==> config.mk <==
export PLATFORM = sky130hd
export DESIGN_NAME = skeleton_engine
export DESIGN_NICKNAME = d
export VERILOG_FILES = /design/src/rtl/skel_pkg.sv /design/src/rtl/zs_cell_test.sv /design/src/rtl/skeleton_engine.sv
export SDC_FILE = /design/constraint.sdc
export NUM_CORES = 1
export LEC_CHECK = 0
export CORE_MARGIN = 2
export CORE_UTILIZATION = 45
export DETAILED_ROUTE_END_ITERATION = 10
export RECOVER_POWER = 100
export SYNTH_ARGS = -nofsm -noshare
export SYNTH_HDL_FRONTEND = slang
export SYNTH_SLANG_ARGS = --single-unit
==> constraint.sdc <==
create_clock -name clk -period 10.39 [get_ports clk]
set_clock_uncertainty 0.1 [all_clocks]
set_input_delay 1.5585 -clock clk [delete_from_list [all_inputs] [get_ports clk]]
set_output_delay 1.5585 -clock clk [all_outputs]
set_load 0.1 [all_outputs]
==> src/rtl/skel_pkg.sv <==
// Shared types and neighbourhood helpers for the Zhang-Suen skeleton engine.
package skel_pkg;

   typedef enum logic [2:0] {
      IDLE  = 3'd0,
      LOAD  = 3'd1,
      READY = 3'd2,
      SCAN  = 3'd3,
      APPLY = 3'd4
   } skel_state_t;

   // P2 = north, then clockwise to P9 = north-west.
   typedef struct packed {
      logic p2;
      logic p3;
      logic p4;
      logic p5;
      logic p6;
      logic p7;
      logic p8;
      logic p9;
   } nbhd_t;

   function automatic logic [3:0] countB(input nbhd_t n);
      return {3'd0, n.p2} + {3'd0, n.p3} + {3'd0, n.p4} + {3'd0, n.p5} +
             {3'd0, n.p6} + {3'd0, n.p7} + {3'd0, n.p8} + {3'd0, n.p9};
   endfunction

   // 0->1 transitions around the ring P2..P9 and back to P2.
   function automatic logic [3:0] countA(input nbhd_t n);
      return {3'd0, !n.p2 && n.p3} + {3'd0, !n.p3 && n.p4} +
             {3'd0, !n.p4 && n.p5} + {3'd0, !n.p5 && n.p6} +
             {3'd0, !n.p6 && n.p7} + {3'd0, !n.p7 && n.p8} +
             {3'd0, !n.p8 && n.p9} + {3'd0, !n.p9 && n.p2};
   endfunction

endpackage

==> src/rtl/zs_cell_test.sv <==
// Combinational Zhang-Suen deletion test for one pixel and its 8-neighbourhood.
module zs_cell_test
   import skel_pkg::*;
(
   input  logic  p1,
   input  nbhd_t nbhd,
   input  logic  sub,
   output logic  doDelete
);

   logic [3:0] bCount;
   logic [3:0] aCount;
   logic       cond0;
   logic       cond1;

   always_comb begin
      bCount   = countB(nbhd);
      aCount   = countA(nbhd);
      cond0    = !(nbhd.p2 && nbhd.p4 && nbhd.p6) && !(nbhd.p4 && nbhd.p6 && nbhd.p8);
      cond1    = !(nbhd.p2 && nbhd.p4 && nbhd.p8) && !(nbhd.p2 && nbhd.p6 && nbhd.p8);
      doDelete = p1 && (bCount >= 4'd2) && (bCount <= 4'd6) && (aCount == 4'd1) &&
                 (sub ? cond1 : cond0);
   end

endmodule

==> src/rtl/skeleton_engine.sv <==
// Loads and binarises an N x N image, thins it with two-subiteration Zhang-Suen
// passes, and exposes the skeleton through a registered read port.
module skeleton_engine
   import skel_pkg::*;
#(
   parameter int unsigned N          = 8,
   parameter int unsigned pixelWidth = 8,
   parameter int unsigned THRESH     = 128,
   parameter int unsigned MAX_PASSES = 16,
   parameter int unsigned bitSize    = $clog2(N * N),
   parameter int unsigned PC_W       = $clog2(MAX_PASSES + 1)
) (
   input  logic                  clk,
   input  logic                  rst_n,
   input  logic                  load_valid,
   output logic                  load_ready,
   input  logic [pixelWidth-1:0] load_data,
   input  logic                  start,
   output logic                  busy,
   output logic                  done,
   output logic                  limit_hit,
   output logic [PC_W-1:0]       pass_count,
   input  logic [bitSize-1:0]    rd_addr,
   output logic [pixelWidth-1:0] rd_data
);

   localparam int unsigned NN = N * N;
   localparam int unsigned coordW = $clog2(N);
   localparam logic [coordW-1:0]     lastCoord = coordW'(N - 1);
   localparam logic [bitSize-1:0]    lastIdx   = bitSize'(NN - 1);
   localparam logic [bitSize-1:0]    rowStep   = bitSize'(N);
   localparam logic [bitSize-1:0]    oneIdx    = bitSize'(1);
   localparam logic [PC_W-1:0]       maxPc     = PC_W'(MAX_PASSES);
   localparam logic [PC_W-1:0]       onePc     = PC_W'(1);
   localparam logic [pixelWidth-1:0] thrVal    = pixelWidth'(THRESH);

   skel_state_t         stateQ, stateD;
   logic [NN-1:0]       imageQ, imageD;
   logic [NN-1:0]       markQ, markD;
   logic [bitSize-1:0]  wptrQ, wptrD;
   logic [bitSize-1:0]  idxQ, idxD;
   logic [coordW-1:0]   rowQ, rowD;
   logic [coordW-1:0]   colQ, colD;
   logic                subQ, subD;
   logic                changedQ, changedD;
   logic [PC_W-1:0]     passQ, passD;
   logic                limitQ, limitD;
   logic                doneQ, doneD;
   logic [pixelWidth-1:0] rdQ, rdD;

   logic  pixBit;
   logic  hasN, hasS, hasW, hasE;
   nbhd_t nb;
   logic  delBit;
   logic  anyChange;
   logic  rdBit;

   // Neighbours outside the image read as background.
   always_comb begin
      hasN  = (rowQ != '0);
      hasS  = (rowQ != lastCoord);
      hasW  = (colQ != '0);
      hasE  = (colQ != lastCoord);
      nb.p2 = hasN && imageQ[idxQ - rowStep];
      nb.p3 = hasN && hasE && imageQ[idxQ - rowStep + oneIdx];
      nb.p4 = hasE && imageQ[idxQ + oneIdx];
      nb.p5 = hasS && hasE && imageQ[idxQ + rowStep + oneIdx];
      nb.p6 = hasS && imageQ[idxQ + rowStep];
      nb.p7 = hasS && hasW && imageQ[idxQ + rowStep - oneIdx];
      nb.p8 = hasW && imageQ[idxQ - oneIdx];
      nb.p9 = hasN && hasW && imageQ[idxQ - rowStep - oneIdx];
   end

   zs_cell_test u_cell (
      .p1       (imageQ[idxQ]),
      .nbhd     (nb),
      .sub      (subQ),
      .doDelete (delBit)
   );

   always_comb begin
      pixBit    = (load_data >= thrVal);
      anyChange = changedQ || (markQ != '0);
      stateD    = stateQ;
      imageD    = imageQ;
      markD     = markQ;
      wptrD     = wptrQ;
      idxD      = idxQ;
      rowD      = rowQ;
      colD      = colQ;
      subD      = subQ;
      changedD  = changedQ;
      passD     = passQ;
      limitD    = limitQ;
      doneD     = 1'b0;

      unique case (stateQ)
         IDLE: begin
            if (load_valid) begin
               imageD[0] = pixBit;
               wptrD     = oneIdx;
               stateD    = LOAD;
            end
         end
         LOAD: begin
            if (load_valid) begin
               imageD[wptrQ] = pixBit;
               if (wptrQ == lastIdx) begin
                  wptrD  = '0;
                  stateD = READY;
               end else begin
                  wptrD = wptrQ + oneIdx;
               end
            end
         end
         READY: begin
            if (start) begin
               stateD   = SCAN;
               subD     = 1'b0;
               idxD     = '0;
               rowD     = '0;
               colD     = '0;
               passD    = '0;
               limitD   = 1'b0;
               changedD = 1'b0;
            end else if (load_valid) begin
               imageD[0] = pixBit;
               wptrD     = oneIdx;
               stateD    = LOAD;
            end
         end
         SCAN: begin
            markD[idxQ] = delBit;
            if (idxQ == lastIdx) begin
               idxD   = '0;
               rowD   = '0;
               colD   = '0;
               stateD = APPLY;
            end else begin
               idxD = idxQ + oneIdx;
               if (colQ == lastCoord) begin
                  colD = '0;
                  rowD = rowQ + coordW'(1);
               end else begin
                  colD = colQ + coordW'(1);
               end
            end
         end
         APPLY: begin
            imageD = imageQ & ~markQ;
            markD  = '0;
            if (!subQ) begin
               subD     = 1'b1;
               changedD = anyChange;
               stateD   = SCAN;
            end else begin
               passD = (passQ == maxPc) ? passQ : passQ + onePc;
               if (!anyChange) begin
                  doneD  = 1'b1;
                  stateD = READY;
               end else if (passQ + onePc == maxPc) begin
                  doneD  = 1'b1;
                  limitD = 1'b1;
                  stateD = READY;
               end else begin
                  subD     = 1'b0;
                  changedD = 1'b0;
                  stateD   = SCAN;
               end
            end
         end
         default: stateD = IDLE;
      endcase
   end

   // Addresses beyond the image (only possible when N*N is not a power of two) read 0.
   if (NN < (2 ** bitSize)) begin : g_rdGuard
      assign rdBit = (rd_addr <= lastIdx) && imageQ[rd_addr];
   end else begin : g_rdDirect
      assign rdBit = imageQ[rd_addr];
   end

   assign rdD = rdBit ? '1 : '0;

   always_ff @(posedge clk or negedge rst_n) begin
      if (!rst_n) begin
         stateQ   <= IDLE;
         imageQ   <= '0;
         markQ    <= '0;
         wptrQ    <= '0;
         idxQ     <= '0;
         rowQ     <= '0;
         colQ     <= '0;
         subQ     <= 1'b0;
         changedQ <= 1'b0;
         passQ    <= '0;
         limitQ   <= 1'b0;
         doneQ    <= 1'b0;
         rdQ      <= '0;
      end else begin
         stateQ   <= stateD;
         imageQ   <= imageD;
         markQ    <= markD;
         wptrQ    <= wptrD;
         idxQ     <= idxD;
         rowQ     <= rowD;
         colQ     <= colD;
         subQ     <= subD;
         changedQ <= changedD;
         passQ    <= passD;
         limitQ   <= limitD;
         doneQ    <= doneD;
         rdQ      <= rdD;
      end
   end

   always_comb begin
      busy       = (stateQ == SCAN) || (stateQ == APPLY);
      load_ready = (stateQ == IDLE) || (stateQ == LOAD) || ((stateQ == READY) && !start);
   end

   assign done       = doneQ;
   assign limit_hit  = limitQ;
   assign pass_count = passQ;
   assign rd_data    = rdQ;

endmodule

== Word level (Yosys, flattened, before mapping) ==
Index checks and enable logic that the tools add are counted.

* Output and inout bits: 17
* Input port bits: 18
* Logic and storage cells: 232
* Register bits: 166

* Bitwise gates (word level): 2
* Eq/ne operators: 24
* Reduce and logical (&&, ||, !) cells: 73
* Muxes and demuxes: 77
* Magnitude comparators: 16
* Add/subtract/negate cells: 26

{| class="wikitable"
|+ Operators with widths
! operator !! number
|-
| $bwmux W64 || 2
|-
| $pmux W64 S2 || 1
|-
| $pmux W63 S2 || 1
|-
| $lt A6 B7 Y1 const B || 11
|-
| $and A64 B64 Y64 || 1
|-
| $mux W64 || 1
|-
| $not A64 Y64 || 1
|-
| $reduce_bool A64 Y1 || 1
|-
| $bmux W1 S6 || 10
|-
| $add A4 B1 Y4 || 12
|-
| $logic_and A1 B1 Y1 || 36
|-
| $mux W3 || 12
|-
| $mux W6 || 6
|-
| $mux W1 || 28
|-
| $add A6 B1 Y6 const B || 4
|-
| $ne A2 B2 Y1 const B || 9
|-
| $pmux W6 S3 || 1
|-
| $sub A6 B1 Y6 const B || 3
|-
| $mux W5 || 3
|-
| $ne A3 B3 Y1 const B || 5
|-
| $pmux W3 S5 || 1
|-
| $logic_not A1 Y1 || 13
|-
| $demux W1 S6 || 2
|-
| $eq A6 B6 Y1 const B || 2
|-
| 29 further kinds || 52
|}

== Logic depth before layout (Yosys ltp) ==
Gate-level depths: netlist (run 1).

* Depth after elaboration: 19
* Gate-level depth with buffers: 29
* Depth with buffers taken out: 25

== Modules after synthesis ==
A second synthesis (run 1) with hierarchy kept.

* Cell total of the unflattened synthesis: 1234
* Area total of the unflattened synthesis: 11503.5 µm²

{| class="wikitable"
|+ Modules (own cells, without submodules)
! module !! times used !! seq. area each (µm²) !! area an instance (µm²) !! cells an instance
|-
| skeleton_engine || 1 || 3978.8 || 11058.1 || 1180
|-
| zs_cell_test || 1 || 0.0 || 445.4 || 54
|}

== Worst setup path after synthesis (run 1) ==
OpenSTA, ideal clock, no wires.

* Path kind: reg-to-reg
* From: register idxQ[0]
* To: register markQ[55]
* Data arrival time: 6.879 ns
* Library setup time: 0.092 ns
* Required time: 10.198 ns
* Clock period less this slack: 7.071 ns
* Path slack: 3.319 ns
* Path buffers: 6
* Cell stages (with the launch flop): 28
* Cells stage by stage: dfrtp_1 buf_4 buf_6 buf_4 inv_1 ha_1 buf_1 clkbuf_1 mux4_2 mux2_2 mux4_2 nor3_1 nor3_1 ha_1 inv_1 fa_1 inv_1 fa_1 fa_1 fa_1 nand2b_1 a21oi_1 o211ai_1 a211oi_1 o211ai_1 clkbuf_1 or3_1 o31ai_2

* Longest elaborated chain between the ends: 19
* Elaborated cells between the ends (all ways): 92
* Those cells by class: 22 x add/sub; 4 x order compare; 1 x eq/ne; 23 x mux; 42 x reduce/logical

{| class="wikitable"
|+ Ends and longest elaborated chain
! element !! line !! text
|-
| from (decl) || skeleton_engine.sv:41 || <nowiki>logic [bitSize-1:0] idxQ, idxD;</nowiki>
|-
| from (signal assigned) || skeleton_engine.sv:205 || <nowiki>idxQ <= idxD;</nowiki>
|-
| $sub A6 B4 Y6 || skeleton_engine.sv:64, skeleton_engine.sv:65, skeleton_engine.sv:71 ||
|-
| $add A6 B1 Y6 || skeleton_engine.sv:65 || <nowiki>nb.p3 = hasN && hasE && imageQ[idxQ - rowStep + oneIdx];</nowiki>
|-
| $bmux W1 S6 || skeleton_engine.sv:65 ||
|-
| $mux W1 (implied by the code) || skeleton_engine.sv:65 ||
|-
| $logic_and A1 B1 Y1 || skeleton_engine.sv:65 ||
|-
| $add A1 B1 Y2 or $logic_not A1 Y1 (tied branches) || skel_pkg.sv:25, skel_pkg.sv:31 ||
|-
| $add A4 B1 Y4 or $logic_and A1 B1 Y1 (tied branches) || skel_pkg.sv:25, skel_pkg.sv:31 ||
|-
| $add A4 B1 Y4 or $add A1 B1 Y2 (tied branches) || skel_pkg.sv:25, skel_pkg.sv:31 ||
|-
| $add A4 B1 Y4, on equally long branches || skel_pkg.sv:25, skel_pkg.sv:31 ||
|-
| $add A4 B1 Y4, on equally long branches (2 in series) || skel_pkg.sv:26, skel_pkg.sv:32 ||
|-
| $add A4 B1 Y4, on equally long branches || skel_pkg.sv:26, skel_pkg.sv:33 ||
|-
| $ge A4 B2 Y1 or $add A4 B1 Y4 (tied branches) || zs_cell_test.sv:21, skel_pkg.sv:33 ||
|-
| $logic_and A1 B1 Y1 or $add A4 B1 Y4 (tied branches) || zs_cell_test.sv:21, skel_pkg.sv:34 ||
|-
| $logic_and A1 B1 Y1 or $eq A4 B1 Y1 (tied branches) || zs_cell_test.sv:21 || <nowiki>doDelete = p1 && (bCount >= 4'd2) && (bCount <= 4'd6) && (aCount == 4'd1) &&</nowiki>
|-
| $logic_and A1 B1 Y1 (2 in series) || zs_cell_test.sv:21 ||
|-
| $bwmux W64 * || skeleton_engine.sv:133 || <nowiki>markD[idxQ] = delBit;</nowiki>
|-
| $pmux W64 S2 * || skeleton_engine.sv:97 || <nowiki>unique case (stateQ)</nowiki>
|-
| to (signal assigned) || skeleton_engine.sv:203 || <nowiki>markQ <= markD;</nowiki>
|-
| to (decl) || skeleton_engine.sv:39 || <nowiki>logic [NN-1:0] markQ, markD;</nowiki>
|}

Mark *: on every way between the ends. The rest lies on a longest branch, timed or not. The select of a mux whose other input is x is not followed.
A chain may end at the register's enable or synchronous reset.

== Worst setup path after layout (run 1) ==
* From: register idxQ[3]
* To: register markQ[14]

The elaborated chain is that of the path after synthesis.

==> results.json, run 1 <==
{
  "seq_area_um2": 3980,
  "dp.cells": 1368,
  "num_vias": 9591,
  "min_period_ns": 9.12,
  "holdPathEnd": "imageQ[19]$_DFFE_PN0P_",
  "p_int_uw": 2180,
  "ys_ff_latch": 159,
  "async_flop_share_pct": 100,
  "detail_route.wl_per_cell_um": 25.7,
  "initial_core_util_pct": 46.2,
  "cts_buffer_depth": 2,
  "synth_area_um2": 11300,
  "rsz0062_at_grt": "no",
  "grt_pass1_vias": 9014,
  "path_max_fanout": 45,
  "clkSlewWorstSetupHoldPaths_ns": 0.07,
  "max_slew_margin_pct": -247,
  "min-delay-start": "markQ[19]$_DFFE_PN0P_",
  "avgSynthCellArea_um2": 10.2,
  "power_density_nw_per_um2": 380,
  "die_y_um": 162,
  "cts_tree": "yes",
  "slew_viol_final": 208,
  "final_antenna_net_count": 0,
  "root_buffer": "clkbuf_16",
  "cts_buffers": 17,
  "globalplace.congestion": 0.923,
  "clkPwrFrac_pct": 13.8,
  "leakage_uw": 0.00484,
  "drive_gt1_share_pct": 11.3,
  "synth-edff-count": 0,
  "reg2reg_to": "markQ[14]$_DFFE_PN0P_",
  "cap_violations": 3,
  "drt-initial-drc-count": 1157,
  "tns_ns": 0,
  "die_w_um": 162,
  "rrSetupSlack_ns": 1.27,
  "p_sw_share_pct": 52.4,
  "cp-start-kind": "flop",
  "hold_depth": 1,
  "synth.distinct_cells": 64,
  "yosysSeqAreaShare_pct": 35.2,
  "fillerInstances": 2284,
  "ir_worst_vdd_uv": 571,
  "htree_num_levels": 4,
  "r2r_cells": 24,
  "hold_violations": 0,
  "worst_pin_slew_ns": 5.20,
  "cts_sinks": 159,
  "synth_warnings": 0,
  "die_area_um2": 26400,
  "pwr-share-seq_pct": 22.7,
  "post-cts-setup-buffers": 0,
  "syn_nets": 1163,
  "io_pins": 35,
  "critical_path_class": "reg2reg",
  "viasPerCell": 6.85,
  "status": "finished, violations left",
  "drcViolationCount": 0,
  "hold_class": "reg2reg",
  "setup_viol": 0,
  "synth_largest_area_cell": "dfrtp_1",
  "dr.pass1.iters": 5,
  "grt_max_degree": 94,
  "r2r-start": "idxQ[3]$_DFFE_PN0P_",
  "synth.area.top_cells": "dfrtp_1 35%, mux4_2 9.2%, mux2i_1 5.1%",
  "synth_ff_type": "dfrtp_1",
  "finalNonFillerCells": 1400,
  "endpoint_kind": "flop",
  "fin_crit_sh_pct": 87.8,
  "wl_um": 36000,
  "dpl.hpwl_um": 24500,
  "syn_to_final_growth_pct": 6.38,
  "violations": "max-capacitance violations, max-slew violations",
  "crit_required_ns": 10.63,
  "switchingPower_uw": 2390,
  "fmax_ghz": 0.110,
  "grt_pass1_wl_um": 56000,
  "grt.overflow.total": 0,
  "arrival_ns": 9.36,
  "coreArea_um2": 24500,
  "synth.top_cell.area_share_pct": 35.2,
  "portBuffers": 27,
  "synthCells": 1112,
  "power_frac_comb_pct": 63.5,
  "nNetsFinal": 1114,
  "cts_hold_buf": 0,
  "multi_input_area_um2": 6590,
  "antenna_found_initial": 1,
  "rows": 57,
  "ctsResizeCount": 0,
  "diodes": 0,
  "clock_latency_ns": 0.44,
  "track_usage_pct": 27.9
}
[state kept, by name, summed over array words and instances (netlist names), 3 cells and up]
| signal | cells |
|---|---|
| colQ | 3 |
| idxQ | 6 |
| imageQ | 64 |
| markQ | 64 |
| pass_count | 5 |
| rowQ | 3 |
| stateQ | 3 |
| wptrQ | 6 |
[metrics by stage]
step           setup WS, ns  utilization, %  power, uW  hold slack (ns)  cell area [um^2]
2_1_floorplan          3.32               -       3200            0.344             11300
3_3_place_gp           2.16            47.1       3940            0.383             11500
3_5_place_dp           2.07            47.1       3990            0.392             11500
4_1_cts                2.00            49.4       4630            0.403             12100
5_1_grt               0.742            49.1       4890            0.424             12000
6_report               1.27            49.1       4570            0.404             12000
[per-layer routing]
metal | up-vias | track usage (%) | part of all wire, %
met3 | 57 | 5.45 | 8.4
met5 | - | 0 | 0
met1 | 4838 | 40.4 | 44
met4 | 0 | 9.09 | 2.6
met2 | 466 | 42.3 | 45
li1 | 4230 | - | -
[worst max-delay path by stage]
stage,from,endpoint,slack (ns),cells past startpoint
CTS,idxQ[3]$_DFFE_PN0P_,markQ[43]$_DFFE_PN0P_,2.00,24
global route,idxQ[3]$_DFFE_PN0P_,markQ[32]$_DFFE_PN0P_,0.74,24
detailed placement,idxQ[3]$_DFFE_PN0P_,markQ[53]$_DFFE_PN0P_,2.07,24
finish,idxQ[3]$_DFFE_PN0P_,markQ[14]$_DFFE_PN0P_,1.27,24
floorplan,idxQ[0]$_DFFE_PN0P_,markQ[55]$_DFFE_PN0P_,3.32,27
global placement,idxQ[3]$_DFFE_PN0P_,markQ[48]$_DFFE_PN0P_,2.16,24
[logic make-up after synthesis]
logic type	share of synthesized area, %
adder cells (fa/ha/maj)	4.19
XOR/XNOR	1.72
flip-flops	35.2
multiplexers	16.3
AO/OA/AOI/OAI	22.2
buffers and inverters	6.09
AND/OR/NAND/NOR	14.2
[synthesized netlist by cell type (all sizes together) (8+ instances only)]
| cell type | instances |
|---|---|
| a21oi | 69 |
| o21ai | 35 |
| fa | 8 |
| nor4 | 17 |
| nor3 | 12 |
| nand4 | 8 |
| clkbuf | 60 |
| a221oi | 51 |
| buf | 44 |
| nor2 | 42 |
| mux2i | 58 |
| nand3 | 29 |
| o31ai | 65 |
| and2 | 13 |
| o211ai | 75 |
| xor2 | 9 |
| xnor2 | 11 |
| and3 | 13 |
| or3 | 65 |
| inv | 24 |
| ha | 25 |
| nor2b | 11 |
| nand2 | 66 |
| mux2 | 13 |
| dfrtp | 159 |
| mux4 | 49 |
[placed cells by master, fill, tap and decap left out, drive strengths merged, types with 7 or more instances in the layout]
master         n
ha            25
nand2         66
dfrtp        159
nor2b         11
nand4          8
a22o           7
and2          13
clkbuf        26
o21ai         35
nand2b         7
mux4          49
nor3b          7
dlygate4sd3   20
or3           65
a21oi         69
o22ai          7
xor2           9
a221oi        51
clkinv         8
and3          13
mux2          13
nand3         29
xnor2         11
buf            9
mux2i         58
nor4          17
nor2          42
o211ai        75
inv           31
o31ai         65
fa             8
nor3          12
[power groups by stage]
stage | combinational, uW | clock, uW | sequential [uW]
after floorplan | 2290 | 0 | 911
after global placement | 2910 | 0 | 1030
after detailed placement | 2950 | 0 | 1040
after CTS | 2960 | 638 | 1030
after global routing | 3170 | 659 | 1060
final | 2900 | 628 | 1040
[worst max-delay path: stages, from the launching register on]
cell      delay [ns]
dfrtp_1         0.98
clkinv_1        0.65
ha_1            0.42
xor2_1          0.61
mux4_2          0.60
nor2_1          0.18
nor2_1          0.08
nor2_1          0.20
inv_1           0.12
ha_1            0.20
ha_1            0.28
inv_1           0.05
fa_1            0.52
inv_1           0.05
fa_1            0.50
fa_1            0.47
fa_1            0.43
nand2b_1        0.14
a21oi_1         0.11
o211ai_1        0.17
a211oi_1        0.32
o211ai_1        0.18
clkbuf_1        0.73
or3_1           0.62
o31ai_1         0.21
[area by class of cell]
class,instances,area share [%]
clock buffers,19,3.69
clock inverters,13,1.06
inverters,28,0.875
multi-input cells,815,54.9
flip-flops and latches,159,33.2
well taps,324,3.38
repair buffers,42,2.96
Note: power is estimated with default switching activity, not from simulation.
==> run 2, diff against run 1 <==
--- a/config.mk
+++ b/config.mk
@@ -7,6 +7,7 @@
 export LEC_CHECK = 0
 export CORE_MARGIN = 2
 export CORE_UTILIZATION = 45
+export CTS_CLUSTER_DIAMETER = 150
 export DETAILED_ROUTE_END_ITERATION = 10
 export RECOVER_POWER = 100
 export SYNTH_ARGS = -nofsm -noshare
==> results of run 2 <==
No change in the layout: final DEF, timing and power equal those of run 1.
